### config.mk
export PLATFORM = sky130hd
export DESIGN_NAME = check_result_uart_tx
export DESIGN_NICKNAME = d
export VERILOG_FILES = /design/src/rtl/check_result_uart_tx.sv
export SDC_FILE = /design/constraint.sdc
export NUM_CORES = 1
export LEC_CHECK = 0
export ABC_AREA = 1
export BUFFER_PORTS_ARGS = -buffer_cell sky130_fd_sc_hd__buf_2
export CORE_ASPECT_RATIO = 2
export CORE_UTILIZATION = 56
export DETAILED_ROUTE_END_ITERATION = 12
export PLACE_DENSITY = 0.86
export SYNTH_ARGS = -nofsm -noshare
export SYNTH_HDL_FRONTEND = slang
export SYNTH_SLANG_ARGS = --single-unit
### constraint.sdc
create_clock -name i_clk -period 3.5 [get_ports i_clk]
set_input_delay 0.875 -clock i_clk [delete_from_list [all_inputs] [get_ports i_clk]]
set_output_delay 0.875 -clock i_clk [all_outputs]
set_load 0.02 [all_outputs]
### src/rtl/check_result_uart_tx.sv
// check_result_uart_tx: on-chip pass/fail bookkeeping for self-test compare strobes.
// It keeps saturating pass/fail counters and the first failing expected/actual pair.
// On request it sends a 6-byte summary frame (HDR, PASS hi/lo, FAIL hi/lo, LF) over UART 8N1.
//
// Ports:
//   i_clk, i_reset            clock, synchronous active-high reset
//   i_clear                   synchronous clear of counters and first-fail capture
//   i_chk_valid               one compare this cycle of i_chk_expected vs i_chk_actual
//   i_report_req              start a summary frame (ignored while o_report_busy)
//   o_report_busy             frame in progress
//   o_pass_count/o_fail_count live saturating counts
//   o_first_fail_*            first captured failure since reset/clear
//   o_uart_tx                 serial output, idles high
module check_result_uart_tx #(
  parameter int unsigned WAIT            = 8,
  parameter bit          CLEAR_ON_REPORT = 1'b0
) (
  input  logic        i_clk,
  input  logic        i_reset,
  input  logic        i_clear,
  input  logic        i_chk_valid,
  input  logic [31:0] i_chk_expected,
  input  logic [31:0] i_chk_actual,
  input  logic        i_report_req,
  output logic        o_report_busy,
  output logic [15:0] o_pass_count,
  output logic [15:0] o_fail_count,
  output logic        o_first_fail_valid,
  output logic [31:0] o_first_fail_expected,
  output logic [31:0] o_first_fail_actual,
  output logic        o_uart_tx
);

  localparam int unsigned CntW = (WAIT > 1) ? $clog2(WAIT) : 1;

  typedef enum logic [1:0] {StIdle, StStart, StData, StStop} state_e;

  state_e          r_state, w_state_d;
  logic [CntW-1:0] r_cnt, w_cnt_d;
  logic [2:0]      r_bit_idx, w_bit_idx_d;
  logic [2:0]      r_byte_idx, w_byte_idx_d;
  logic [15:0]     r_pass, w_pass_d, r_fail, w_fail_d;
  logic [15:0]     r_snap_pass, w_snap_pass_d, r_snap_fail, w_snap_fail_d;
  logic            r_ffv, w_ffv_d;
  logic [31:0]     r_ffe, w_ffe_d, r_ffa, w_ffa_d;
  logic            r_tx, w_tx_d;
  logic            w_accept, w_clr, w_bit_end;
  logic [7:0]      w_byte;

  assign w_accept  = i_report_req && (r_state == StIdle);
  assign w_bit_end = (r_cnt == CntW'(WAIT - 1));

  // Live counters: clear is applied first so a same-cycle compare lands in the cleared regs.
  always_comb begin
    w_clr    = i_clear || (CLEAR_ON_REPORT && w_accept);
    w_pass_d = w_clr ? 16'd0 : r_pass;
    w_fail_d = w_clr ? 16'd0 : r_fail;
    w_ffv_d  = w_clr ? 1'b0 : r_ffv;
    w_ffe_d  = w_clr ? 32'd0 : r_ffe;
    w_ffa_d  = w_clr ? 32'd0 : r_ffa;
    if (i_chk_valid) begin
      if (i_chk_expected == i_chk_actual) begin
        if (w_pass_d != 16'hFFFF) w_pass_d = w_pass_d + 16'd1;
      end else begin
        if (w_fail_d != 16'hFFFF) w_fail_d = w_fail_d + 16'd1;
        if (!w_ffv_d) begin
          w_ffv_d = 1'b1;
          w_ffe_d = i_chk_expected;
          w_ffa_d = i_chk_actual;
        end
      end
    end
    // Snapshot uses pre-edge values so the frame reflects counts before this cycle's compare.
    w_snap_pass_d = w_accept ? r_pass : r_snap_pass;
    w_snap_fail_d = w_accept ? r_fail : r_snap_fail;
  end

  // Transmit sequencer: one START/DATA/STOP pass per byte, six bytes per frame.
  always_comb begin
    w_state_d    = r_state;
    w_cnt_d      = r_cnt + CntW'(1);
    w_bit_idx_d  = r_bit_idx;
    w_byte_idx_d = r_byte_idx;
    unique case (r_state)
      StIdle: begin
        w_cnt_d = '0;
        if (w_accept) begin
          w_state_d    = StStart;
          w_bit_idx_d  = 3'd0;
          w_byte_idx_d = 3'd0;
        end
      end
      StStart: begin
        if (w_bit_end) begin
          w_cnt_d     = '0;
          w_state_d   = StData;
          w_bit_idx_d = 3'd0;
        end
      end
      StData: begin
        if (w_bit_end) begin
          w_cnt_d = '0;
          if (r_bit_idx == 3'd7) w_state_d = StStop;
          else w_bit_idx_d = r_bit_idx + 3'd1;
        end
      end
      StStop: begin
        if (w_bit_end) begin
          w_cnt_d = '0;
          if (r_byte_idx < 3'd5) begin
            w_state_d    = StStart;
            w_byte_idx_d = r_byte_idx + 3'd1;
          end else begin
            w_state_d = StIdle;
          end
        end
      end
      default: w_state_d = StIdle;
    endcase
  end

  // Line level is computed from next-state values and registered so o_uart_tx is glitch-free.
  always_comb begin
    case (w_byte_idx_d)
      3'd0:    w_byte = (w_snap_fail_d == 16'd0) ? 8'h4F : 8'h58;
      3'd1:    w_byte = w_snap_pass_d[15:8];
      3'd2:    w_byte = w_snap_pass_d[7:0];
      3'd3:    w_byte = w_snap_fail_d[15:8];
      3'd4:    w_byte = w_snap_fail_d[7:0];
      default: w_byte = 8'h0A;
    endcase
    case (w_state_d)
      StStart: w_tx_d = 1'b0;
      StData:  w_tx_d = w_byte[w_bit_idx_d];
      default: w_tx_d = 1'b1;
    endcase
  end

  always_ff @(posedge i_clk) begin
    if (i_reset) begin
      r_state     <= StIdle;
      r_cnt       <= '0;
      r_bit_idx   <= 3'd0;
      r_byte_idx  <= 3'd0;
      r_pass      <= 16'd0;
      r_fail      <= 16'd0;
      r_snap_pass <= 16'd0;
      r_snap_fail <= 16'd0;
      r_ffv       <= 1'b0;
      r_ffe       <= 32'd0;
      r_ffa       <= 32'd0;
      r_tx        <= 1'b1;
    end else begin
      r_state     <= w_state_d;
      r_cnt       <= w_cnt_d;
      r_bit_idx   <= w_bit_idx_d;
      r_byte_idx  <= w_byte_idx_d;
      r_pass      <= w_pass_d;
      r_fail      <= w_fail_d;
      r_snap_pass <= w_snap_pass_d;
      r_snap_fail <= w_snap_fail_d;
      r_ffv       <= w_ffv_d;
      r_ffe       <= w_ffe_d;
      r_ffa       <= w_ffa_d;
      r_tx        <= w_tx_d;
    end
  end

  assign o_report_busy         = (r_state != StIdle);
  assign o_pass_count          = r_pass;
  assign o_fail_count          = r_fail;
  assign o_first_fail_valid    = r_ffv;
  assign o_first_fail_expected = r_ffe;
  assign o_first_fail_actual   = r_ffa;
  assign o_uart_tx             = r_tx;

endmodule
# Word-level counts from Yosys, hierarchy flattened
# Index checks and enable logic that the tools add are counted.
[word_totals]
out_inout_bits = 99
inputBits = 69
reg_bits = 141
wordCells = 83
[classes]
addsub = 5
magnitude_cmp = 2
muxes = 44
reduce_logical = 6
eq_ne = 14
[ops]
columns = ["op", "count"]
rows = [
  ["32-bit 2-to-1 mux", 8],
  ["16-bit 2-to-1 mux", 10],
  ["8-bit one-hot mux with 5 select lines", 1],
  ["16-bit by 1-bit adder with 16-bit output, second input constant", 2],
  ["32-bit equality test", 1],
  ["16-bit inequality test, second input constant", 2],
  ["3-bit 2-to-1 mux", 8],
  ["16-bit logical NOT", 1],
  ["3-bit one-hot mux with 2 select lines", 2],
  ["2-bit 2-to-1 mux", 5],
  ["3-bit by 1-bit adder with 3-bit output, second input constant", 3],
  ["3-bit equality test, second input constant", 3],
  ["3-bit one-hot mux with 3 select lines", 1],
  ["2-bit one-hot mux with 4 select lines", 1],
  ["2-bit equality test, second input constant", 3],
  ["3-bit by 2-bit equality test with 1-bit output, second input constant", 2],
  ["1-bit 2-to-1 mux", 5],
  ["5-bit 2-to-1 mux", 1],
  ["2-bit by 1-bit equality test with 1-bit output, second input constant", 2],
  ["3-bit by 4-bit less-than comparator with 1-bit output, second input constant", 1],
  ["1-bit binary-select mux with 3-bit select", 1],
  ["3-bit by 1-bit equality test with 1-bit output, second input constant", 1],
  ["3-bit logical NOT", 1],
  ["3-bit less-than comparator, second input constant", 1],
  ["5 further kinds", 5],
]

# Logic depth before layout (Yosys ltp)
# Gate-level depths: netlist (run 1).
[depth]
ltp_word = 9
depth_mapped = 20
mapped_depth_nobuf = 20

# Worst setup path before layout (run 1)
# No wires, ideal clock.
[synth_timing]
kind = "input to register"
from = "in i_clear"
to = "reg r_pass[9] (netlist: o_pass_count[9])"
arrival_ns = 2.875
path_stages = 17
n_path_buf = 5
setup_ns = 0.071
required_time_ns = 3.429
setup_slack_ns = 0.555
cell_sequence = "buf_6 -> buf_12 -> buf_2 -> buf_2 -> nor2_1 -> ha_1 -> nand3_4 -> nor2_4 -> inv_2 -> nor2_4 -> inv_2 -> nor3_4 -> buf_6 -> nor2_1 -> o21ai_1 -> nand2_1 -> a21oi_1"
[synth_between]
elab_chain_cells = 5
elab_cells_between_ends = 6
classes_between = "add/sub (1); eq/ne (1); mux (4)"
[synth_lines]
columns = ["item", "line", "source"]
rows = [
  ["from (decl)", "20", "input logic i_clear,"],
  ["16-bit 2-to-1 mux *", "56", "w_pass_d = w_clr ? 16'd0 : r_pass;"],
  ["16-bit by 1-bit adder with 16-bit output / 16-bit inequality test (equally long branches)", "63", "if (w_pass_d != 16'hFFFF) w_pass_d = w_pass_d + 16'd1;"],
  ["16-bit 2-to-1 mux", "63", ""],
  ["16-bit 2-to-1 mux", "62", "if (i_chk_expected == i_chk_actual) begin"],
  ["16-bit 2-to-1 mux *", "61", "if (i_chk_valid) begin"],
  ["to (signal assigned)", "158", "r_pass <= w_pass_d;"],
  ["to (decl)", "42", "logic [15:0] r_pass, w_pass_d, r_fail, w_fail_d;"],
]
# Every way passes the cells marked *; elsewhere a longest branch is shown, timed or not.
# A chain may end at the register's enable or synchronous reset.

# Worst setup path after layout (run 1)
[layout_timing]
from = "reg r_cnt[0]"
to = "reg r_tx (netlist: o_uart_tx)"
[layout_between]
elab_chain_cells = 8
elab_cells_between_ends = 21
classes_between = "eq/ne (7); mux (13); reduce/logical (1)"
[layout_lines]
columns = ["item", "line", "source"]
rows = [
  ["from (decl)", "39", "logic [CntW-1:0] r_cnt, w_cnt_d;"],
  ["from (signal assigned)", "155", "r_cnt <= w_cnt_d;"],
  ["3-bit equality test *", "51", "assign w_bit_end = (r_cnt == CntW'(WAIT - 1));"],
  ["3-bit 2-to-1 mux", "108", "if (w_bit_end) begin"],
  ["3-bit one-hot mux with 2 select lines", "84", "unique case (r_state)"],
  ["3-bit equality test, or another cell as far along", "124", "case (w_byte_idx_d)"],
  ["8-bit one-hot mux with 5 select lines", "124", ""],
  ["1-bit binary-select mux with 3-bit select", "134", "StData: w_tx_d = w_byte[w_bit_idx_d];"],
  ["1-bit 2-to-1 mux (implied by the code)", "134", ""],
  ["1-bit one-hot mux with 2 select lines *", "132", "case (w_state_d)"],
  ["to (signal assigned)", "165", "r_tx <= w_tx_d;"],
  ["to (decl)", "46", "logic r_tx, w_tx_d;"],
]
# Every way passes the cells marked *; elsewhere a longest branch is shown, timed or not. The select of a mux whose other input is x is not followed.

==> out/metrics.yaml, run 1 <==
synthesis:
  synth_edf_count: 0
  postSynthAreaPerCell_um2: 6.32
  synth.distinct_cells: 43
  synth_ff_type: "dfxtp_1"
  synth_top_cell_by_area: "dfxtp_1"
  ys_warn_count: 0
  synthArstFlopShare_pct: 0
  synth_area_leaders: "dfxtp_1 (35%), nand2_1 (17%), nor2_1 (11%), inv_1 (5.6%), a21oi_1 (4.0%)"
  ys_ff_latch: 141
  synth_fp_nets: 1350
  synth_cells: 1271
  synth_area_um2: 8030
  synth_top_area_share_pct: 35.1
  yosysMostFrequentCell: "nand2_1"
  ys_top_cells_by_count: "nand2_1 (374), nor2_1 (242), dfxtp_1 (141)"
  yosysSeqAreaShare_pct: 35.1
job:
  maxCapViolCount: 0
floorplanning:
  coreArea_um2: 14000
  io_pins: 168
  die_h_um: 171
  start_util_pct: 57.5
  row_count: 61
  die_x_um: 86.7
  die_area_um2: 14900
worst_setup_path:
  required_ns: 3.82
  criticalPathCategory: "register to register"
  cp.arrival_ns: 3.17
  worstPathMaxFanout: 23
  end_kind: "register"
  r2r_setup_slack_ns: 0.65
  worstSetupStartpointType: "register"
  crit_start: "r_cnt[0]$_SDFF_PP0_"
  worstReg2RegStart: "r_cnt[0]$_SDFF_PP0_"
sta:
  final.setup.tns_ns: 0
  tightestPinTransition_ns: 0.785
  rsz0062_at_grt: "false"
  finalClockSkew_ns: 0.00970
  fmax_mhz: 350
  post-route-min-period_ns: 2.85
  hold_viol_final: 0
  relSlewSlack_pct: 47.6
  finalCritPeriodShare_pct: 81.5
  hold_slack_ns: 0.423
  setup_viol: 0
  drv_slew: 0
pwr:
  comb_power_share_pct: 14.2
  p_total_mw: 4.25
  clockPowerShare_pct: 45.6
  seq_power_share_pct: 40.2
  swShare_pct: 26.8
  p_int_mw: 3.11
  leakagePower_nw: 4.73
  power_density_nw_per_um2: 439
  p_sw_mw: 1.14
  peakVddDrop_mv: 0.431
route:
  dr.pass1.iters: 6
  routedWlPerCell_um: 15.1
  antenna_left: 0
  post-route-drc-count: 0
  wl_um: 24600
  viasPerCell: 5.28
  drt_iter0_markers: 582
  vias: 8602
cts:
  clk_pin_slew_ns: 0.06
  cts_num_sinks: 141
  clock_latency_ns: 0.43
  cts_buffers: 17
  clockBufferDepth: 2
  cts_resized: 0
  tritoncts: "built"
  clockRootBuffer: "clkbuf_16"
  postCtsHoldBufs: 0
  htree_levels: 4
  cts_setup_buffers: 0
placed_design:
  place_congestion: 1.00
  dpl.cell_count: 1598
  placed_area_um2: 9070
  port_buffers: 167
  dp_hpwl_um: 17900
global_route:
  antenna_found_initial: 1
  grt_overflow: 0
  grt_pass1_vias: 8018
  grtUsageTotal_pct: 33.8
  grt_max_degree: 62
  grt_pass1_wl_um: 38000
hold_path:
  hp-class: "register to register"
  hp-start: "r_cnt[0]$_SDFF_PP0_"
final_layout:
  diodes: 0
  drive_gt1_share_pct: 18.7
  stdcell_count: 1630
  areaGrowthSynthToFinish_pct: 20.8
  nFillCells: 1234
  final_area_um2: 9700
  nets: 1507
outcome:
  status: "finished, final reports clean"
## metal layers
metal  GRT usage (%)  up-vias  wire (um)
li1                -     4256          -
met1            32.4     3877       8530
met2            61.4      357      12700
met3            5.76      112       1340
met4            28.3        0       2010
met5               0        -          0
## final cells by class
cell class | count | area (um^2) | area share, %
clock inverters | 11 | 165 | 1.70
repair buffers | 198 | 1120 | 11.5
inverters | 133 | 500 | 5.16
clock buffers | 21 | 460 | 4.75
well taps | 189 | 236 | 2.44
multi-input cells | 937 | 4400 | 45.3
flip-flops and latches | 141 | 2820 | 29.1
## sequential cells by signal, summed over array words and instances (netlist names), 3 cells and up
signal	flops
r_snap_pass	16
o_first_fail_actual	32
r_snap_fail	16
o_first_fail_expected	32
r_cnt	3
r_bit_idx	3
o_pass_count	16
r_byte_idx	3
o_fail_count	16
## power groups by stage
stage / Sequential, mW / Combinational, mW / Clock [mW]
global placement: 1.74 / 0.591 / 0
CTS: 1.71 / 0.604 / 1.95
floorplan: 1.81 / 0.310 / 0
global route: 1.72 / 0.662 / 2.02
finish: 1.71 / 0.604 / 1.94
detailed placement: 1.75 / 0.601 / 0
## metrics by stage
stage	worst slack, ns	utilization [%]
after CTS	0.696	69.4
final	0.646	69.4
after detailed placement	0.488	65.0
after global placement	0.492	65.0
after global routing	0.434	69.4
after floorplan	0.555	-
## cells in the final DEF (no fill, tap or decap), drive strengths merged, types with 10 or more instances in the layout
cell	n
a21oi	66
buf	198
clkbuf	21
dfxtp	141
ha	10
inv	131
nand2	381
nand3	54
nand3b	11
nand4	12
nor2	256
nor3	15
nor4	10
o21ai	54
xnor2	19
xor2	31
## cell families (layout without fill, tap and decap cells)
kind of cell	after synthesis	after routing	share of synthesized area, %
AO/OA/AOI/OAI	129	129	8.44
XOR/XNOR	50	50	5.45
adder cells (fa/ha/maj)	10	10	1.56
buffers and inverters	193	363	10.1
flip-flops	141	141	35.1
multiplexers	3	3	0.374
AND/OR/NAND/NOR	745	745	38.9
## worst max-delay path, stage by stage (launching register included)
cell	delay, ns
dfxtp_1	0.33
ha_1	0.15
ha_1	0.30
inv_1	0.20
nor3_1	0.16
nand2_1	0.11
nand2_1	0.08
nand2_2	0.26
nand2_1	0.26
clkinv_1	0.12
nand2_1	0.08
nand2_1	0.05
nor2_1	0.13
nand2_1	0.07
nand2_1	0.06
nand2_1	0.09
nand2_1	0.09
nand2_1	0.05
nor2_1	0.10
nor2_1	0.04
## final timing paths
| check | endpoint | cells past startpoint |
|---|---|---|
| worst max-delay path | o_uart_tx$_SDFF_PP1_ | 19 |
| worst min-delay path | r_cnt[0]$_SDFF_PP0_ | 1 |
| worst max register to register | o_uart_tx$_SDFF_PP1_ | 19 |
| worst min register to register | r_cnt[0]$_SDFF_PP0_ | 1 |
(Power assumes the default switching activity.)
==> inputs of run 2 (changes only) <==
--- a/config.mk
+++ b/config.mk
@@ -8,9 +8,9 @@
 export ABC_AREA = 1
 export BUFFER_PORTS_ARGS = -buffer_cell sky130_fd_sc_hd__buf_2
 export CORE_ASPECT_RATIO = 2
-export CORE_UTILIZATION = 56
+export CORE_UTILIZATION = 50
 export DETAILED_ROUTE_END_ITERATION = 12
-export PLACE_DENSITY = 0.86
+export PLACE_DENSITY = 0.82
 export SYNTH_ARGS = -nofsm -noshare
 export SYNTH_HDL_FRONTEND = slang
 export SYNTH_SLANG_ARGS = --single-unit
==> constraint.sdc (replaced) <==
create_clock -name i_clk -period 2.5 [get_ports i_clk]
set_input_delay 0.625 -clock i_clk [delete_from_list [all_inputs] [get_ports i_clk]]
set_output_delay 0.625 -clock i_clk [all_outputs]
set_load 0.02 [all_outputs]
==> run 2 against run 1 <==
Effect of this change:
- cell count up 4.0%
- worst setup slack worse by 0.54 ns
- non-clock buffer count up 53
- sequential power increased by 40%
- register-to-register slack worse by 0.54 ns
- worst hold slack lost 0.0051 ns
- core utilization decreased by 4.3 points
- critical endpoint unchanged
- die area grew 12%
- critical path depth rose by 1
- flip-flop and latch count unchanged
==> out/metrics.yaml, run 2 (same netlist as run 1, synthesis figures left out) <==
pwr:
  leakagePower_nw: 5.02  # was 4.73 nW
  p_total_mw: 6.01  # was 4.25 mW
  power_density_nw_per_um2: 584  # was 439 nW/um^2
  peakVddDrop_mv: 0.529  # was 0.431 mV
cts:
  clockRootBuffer: "clkbuf_16"  # unchanged
  clk_pin_slew_ns: 0.06  # about the same
  postCtsHoldBufs: 0  # unchanged
  cts_num_sinks: 141  # unchanged
  tritoncts: "built"  # unchanged
  cts_setup_buffers: 0  # unchanged
  clock_latency_ns: 0.43  # about the same
  htree_levels: 4  # unchanged
  cts_buffers: 17  # unchanged
  cts_resized: 1  # was 0
  clockBufferDepth: 2  # unchanged
global_route:
  grt_pass1_vias: 8623  # was 8018
  grtUsageTotal_pct: 30.9  # was 33.8%
  grt_overflow: 0  # unchanged
  antenna_found_initial: 0  # was 1
  grt_pass1_wl_um: 39900  # was 38000 um
  grt_max_degree: 66  # was 62
floorplanning:
  die_area_um2: 16600  # was 14900 um^2
  die_x_um: 91.6  # was 86.7 um
  die_h_um: 181  # was 171 um
  row_count: 65  # was 61
  coreArea_um2: 15800  # was 14000 um^2
  io_pins: 168  # unchanged
  start_util_pct: 50.9  # was 57.5%
route:
  post-route-drc-count: 0  # unchanged
  routed-wl-met3_um: 1110  # was 1340 um
  wl_um: 25500  # was 24600 um
  dr.pass1.iters: 7  # was 6
  vias: 8760  # was 8602
  wl_met1_um: 8670  # was 8530 um
  antenna_left: 0  # unchanged
  top_layer: "met4"  # unchanged
  routedWlPerCell_um: 15.0  # was 15.1 um
  drt_iter0_markers: 417  # was 582
  met2_length_um: 13900  # was 12700 um
  viasPerCell: 5.17  # was 5.28
sta:
  fin_ws_ns: 0.111  # was 0.646 ns
  drv_slew: 0  # unchanged
  finalClockSkew_ns: 0.00891  # was 0.00970 ns
  tightestPinTransition_ns: 0.676  # was 0.785 ns
  hold_viol_final: 0  # unchanged
  post-route-min-period_ns: 2.39  # was 2.85 ns
  hold_slack_ns: 0.417  # was 0.423 ns
  final.setup.tns_ns: 0  # unchanged
  rsz0062_at_grt: "true"  # was false
  setup_viol: 0  # unchanged
  relSlewSlack_pct: 54.9  # was 47.6%
  finalCritPeriodShare_pct: 95.6  # was 81.5%
  fmax_mhz: 419  # was 350 MHz
placed_design:
  port_buffers: 167  # unchanged
  post-place-ws_ns: -0.339  # was 0.488 ns
  dp_hpwl_um: 19300  # was 17900 um
  place_congestion: 0.973  # was 1.00
final_layout:
  final_common_cell: "nand2_1"  # unchanged
  diodes: 0  # unchanged
  most-common-layout-cells: "nand2_1 (372), nor2_1 (239), buf_2 (167)"  # was nand2_1 (374), nor2_1 (242), buf_2 (167)
  drive_gt1_share_pct: 22.5  # was 18.7%
  nets: 1560  # was 1507
  areaGrowthSynthToFinish_pct: 28.0  # was 20.8%
worst_setup_path:
  end_kind: "register"  # unchanged
  criticalPathCategory: "register to register"  # unchanged
  worstSetupStartpointType: "register"  # unchanged
  required_ns: 2.82  # was 3.82 ns
  cp.arrival_ns: 2.71  # was 3.17 ns
  worstPathMaxFanout: 9  # was 23
hold_path:
  hp-class: "register to register"  # unchanged
job:
  maxCapViolCount: 0  # unchanged
outcome:
  status: "finished, final reports clean"  # unchanged
run 2: where the power goes:
part | internal, mW | switching (mW) | total, mW
logic | 0.326 | 0.572 | 0.898
clock network | 1.72 | 0.991 | 2.71
registers | 2.35 | 0.0468 | 2.40
run 2: metrics by stage:
| stage | area (um^2) | utilization (%) | cells |
|---|---|---|---|
| finish | 10300 | 65.2 | 1695 |
| floorplan | 8070 | - | 1271 |
| global placement | 9590 | 60.8 | 1663 |
| CTS | 10200 | 64.8 | 1695 |
| detailed placement | 9590 | 60.8 | 1663 |
| global route | 10300 | 65.2 | 1695 |
run 2: worst paths after layout:
path,startpoint,endpoint,slack [ns],cells past startpoint
worst min register to register,r_cnt[0]$_SDFF_PP0_,r_cnt[0]$_SDFF_PP0_,0.42,1
worst min-delay path,r_cnt[0]$_SDFF_PP0_,r_cnt[0]$_SDFF_PP0_,0.42,1
worst max-delay path,r_state[0]$_SDFF_PP0_,o_uart_tx$_SDFF_PP1_,0.11,20
worst max register to register,r_state[0]$_SDFF_PP0_,o_uart_tx$_SDFF_PP1_,0.11,20
run 2: worst max-delay path: stages, from the launching register on:
cell	delay, ns
dfxtp_2	0.36
inv_1	0.10
ha_4	0.19
nand2_2	0.12
buf_6	0.16
nand2_1	0.06
o21a_1	0.14
nor2_1	0.15
nand2_1	0.09
nor2_2	0.12
nand2_1	0.09
nand2_1	0.07
nand2_1	0.06
nor2_1	0.13
nand2_1	0.06
nand2_1	0.06
nand2_1	0.06
nand2_1	0.06
nand2_1	0.04
nor2_1	0.10
nor2_1	0.06
run 2: routing by layer:
metal / up-vias / track usage (%)
li1: 4367 / -
met1: 3973 / 27.2
met2: 318 / 59.6
met3: 102 / 5.18
met4: 0 / 24.4
met5: - / 0
run 2: cell type report:
| cell class | instances | area, um^2 |
|---|---|---|
| well taps | 201 | 251 |
| repair buffers | 251 | 1610 |
| multi-input cells | 937 | 4470 |
| inverters | 133 | 500 |
| flip-flops and latches | 141 | 2820 |
| fillers | 1474 | 5490 |
| clock buffers | 22 | 464 |
| clock inverters | 10 | 163 |
==> inputs of run 3 (changes only) <==
--- a/config.mk
+++ b/config.mk
@@ -11,6 +11,7 @@
 export CORE_UTILIZATION = 50
 export DETAILED_ROUTE_END_ITERATION = 12
 export PLACE_DENSITY = 0.82
+export RECOVER_POWER = 50
 export SYNTH_ARGS = -nofsm -noshare
 export SYNTH_HDL_FRONTEND = slang
 export SYNTH_SLANG_ARGS = --single-unit
==> run 3 against run 2 <==
Effect of this change:
- non-clock buffer count unchanged
- register-to-register slack is essentially flat
- first-iteration DRC count stayed put
- clock-buffer cell count stayed put
- via count is 0.18% higher
- cell count stayed put
- critical path type unchanged
==> out/metrics.yaml, run 3 (same netlist as run 1, synthesis figures left out) <==
pwr:
  peakVddDrop_mv: 0.527  # was 0.529 mV
  leakagePower_nw: 5.02  # about the same
  power_density_nw_per_um2: 584  # about the same
cts:
  clockBufferDepth: 2  # unchanged
  tritoncts: "built"  # unchanged
  cts_num_sinks: 141  # unchanged
  postCtsHoldBufs: 0  # unchanged
  htree_levels: 4  # unchanged
  clk_pin_slew_ns: 0.06  # about the same
  clockRootBuffer: "clkbuf_16"  # unchanged
  clock_latency_ns: 0.43  # about the same
  cts_buffers: 17  # unchanged
route:
  post-route-drc-count: 0  # unchanged
  antenna_left: 0  # unchanged
  dr.pass1.iters: 5  # was 7
  viasPerCell: 5.18  # was 5.17
  vias: 8776  # was 8760
  wl_um: 25400  # was 25500 um
  drt_iter0_markers: 417  # unchanged
  routedWlPerCell_um: 15.0  # about the same
hold_path:
  hp-start: "r_cnt[0]$_SDFF_PP0_"  # unchanged
  hold_end: "r_cnt[0]$_SDFF_PP0_"  # unchanged
  hp-class: "register to register"  # unchanged
  min_path_cells: 1  # unchanged
worst_setup_path:
  cp.arrival_ns: 2.71  # about the same
  crit_start: "r_state[0]$_SDFF_PP0_"  # unchanged
  worstReg2RegStart: "r_state[0]$_SDFF_PP0_"  # unchanged
  reg2reg_to: "o_uart_tx$_SDFF_PP1_"  # unchanged
  worstPathMaxFanout: 9  # unchanged
  worstSetupStartpointType: "register"  # unchanged
  r2r_cells: 20  # unchanged
  end_kind: "register"  # unchanged
  required_ns: 2.82  # about the same
  r2r_setup_slack_ns: 0.11  # about the same
  criticalPathCategory: "register to register"  # unchanged
sta:
  hold_viol_final: 0  # unchanged
  post-route-min-period_ns: 2.39  # about the same
  finalCritPeriodShare_pct: 95.5  # was 95.6%
  tightestPinTransition_ns: 0.668  # was 0.676 ns
  setup_viol: 0  # unchanged
  fmax_mhz: 419  # about the same
  drv_slew: 0  # unchanged
  rsz0062_at_grt: "true"  # unchanged
  finalClockSkew_ns: 0.00870  # was 0.00891 ns
  relSlewSlack_pct: 55.4  # was 54.9%
  hold_slack_ns: 0.417  # about the same
floorplanning:
  die_x_um: 91.6  # unchanged
  io_pins: 168  # unchanged
  die_h_um: 181  # unchanged
  row_count: 65  # unchanged
  coreArea_um2: 15800  # unchanged
  start_util_pct: 50.9  # unchanged
  die_area_um2: 16600  # unchanged
final_layout:
  diodes: 0  # unchanged
  areaGrowthSynthToFinish_pct: 28.0  # about the same
  most-common-layout-cells: "nand2_1 (372), nor2_1 (239), buf_2 (167)"  # unchanged
  seqCellArea_um2: 2820  # unchanged
  nFillCells: 1475  # was 1474
  final_common_cell: "nand2_1"  # unchanged
  drive_gt1_share_pct: 22.4  # was 22.5%
  stdcell_count: 1695  # unchanged
  multi_input_area_um2: 4470  # unchanged
  nets: 1560  # unchanged
global_route:
  grt_pass1_wl_um: 39900  # unchanged
  antenna_found_initial: 0  # unchanged
  grt_max_degree: 66  # unchanged
  grtUsageTotal_pct: 30.9  # unchanged
  grt_overflow: 0  # unchanged
  grt_pass1_vias: 8623  # unchanged
job:
  maxCapViolCount: 0  # unchanged
outcome:
  status: "finished, final reports clean"  # unchanged
placed_design:
  port_buffers: 167  # unchanged
  place_congestion: 0.973  # unchanged
  dp_hpwl_um: 19300  # unchanged
  dpl.cell_count: 1663  # unchanged
==> run 3: routing by layer <==
metal / track usage, % / vias to the layer above / wire, um
li1: - / 4364 / -
met1: 27.2 / 3983 / 8600
met2: 59.6 / 324 / 13900
met3: 5.18 / 105 / 1140
met4: 24.4 / 0 / 1800
met5: 0 / - / 0
==> run 3: worst max path at each step <==
stage	endpoint	slack, ns	cells past startpoint
global route	o_uart_tx$_SDFF_PP1_	-0.10	20
finish	o_uart_tx$_SDFF_PP1_	0.11	20
CTS	o_uart_tx$_SDFF_PP1_	0.002	18
detailed placement	o_first_fail_actual[12]$_SDFF_PP0_	-0.34	14
global placement	o_first_fail_expected[10]$_SDFF_PP0_	-0.33	14
floorplan	o_pass_count[9]$_SDFF_PP0_	-0.06	17
==> run 3: worst max-delay path, cell delays in order (launching register included) <==
cell     delay (ns)
dfxtp_2        0.36
inv_1          0.09
ha_4           0.19
nand2_2        0.12
buf_6          0.16
nand2_1        0.06
o21a_1         0.14
nor2_1         0.15
nand2_1        0.09
nor2_2         0.12
nand2_1        0.09
nand2_1        0.07
nand2_1        0.06
nor2_1         0.13
nand2_1        0.06
nand2_1        0.06
nand2_1        0.07
nand2_1        0.06
nand2_1        0.04
nor2_1         0.10
nor2_1         0.06
==> run 3: layout make-up <==
cell class / count / area share [%]
well taps: 201 / 2.45
inverters: 133 / 4.87
clock buffers: 22 / 4.52
clock inverters: 10 / 1.58
repair buffers: 251 / 15.6
multi-input cells: 937 / 43.5
flip-flops and latches: 141 / 27.5
==> run 3: stage by stage <==
stage / utilization [%] / area [um^2] / setup slack (ns) / setup TNS, ns / power, mW
6_report: 65.2 / 10300 / 0.112 / 0 / 6.01
4_1_cts: 64.8 / 10200 / 0.00221 / 0 / 6.01
3_5_place_dp: 60.8 / 9590 / -0.339 / -24.56 / 3.32
3_3_place_gp: 60.8 / 9590 / -0.334 / -25.34 / 3.30
5_1_grt: 65.2 / 10300 / -0.101 / -0.101 / 6.22
2_1_floorplan: - / 8070 / -0.0637 / -0.604 / 2.97
==> run 3: repair_timing <==
action	CTS	global route
hold endpoints to repair	0	0
resized for setup	1	17
setup buffers	0	0
endpoints found under the setup margin	1	13
==> run 3: report_power, final <==
| part | switching, mW | internal (mW) |
|---|---|---|
| clock network | 0.990 | 1.72 |
| logic | 0.572 | 0.326 |
| registers | 0.0466 | 2.35 |
| total | 1.61 | 4.40 |
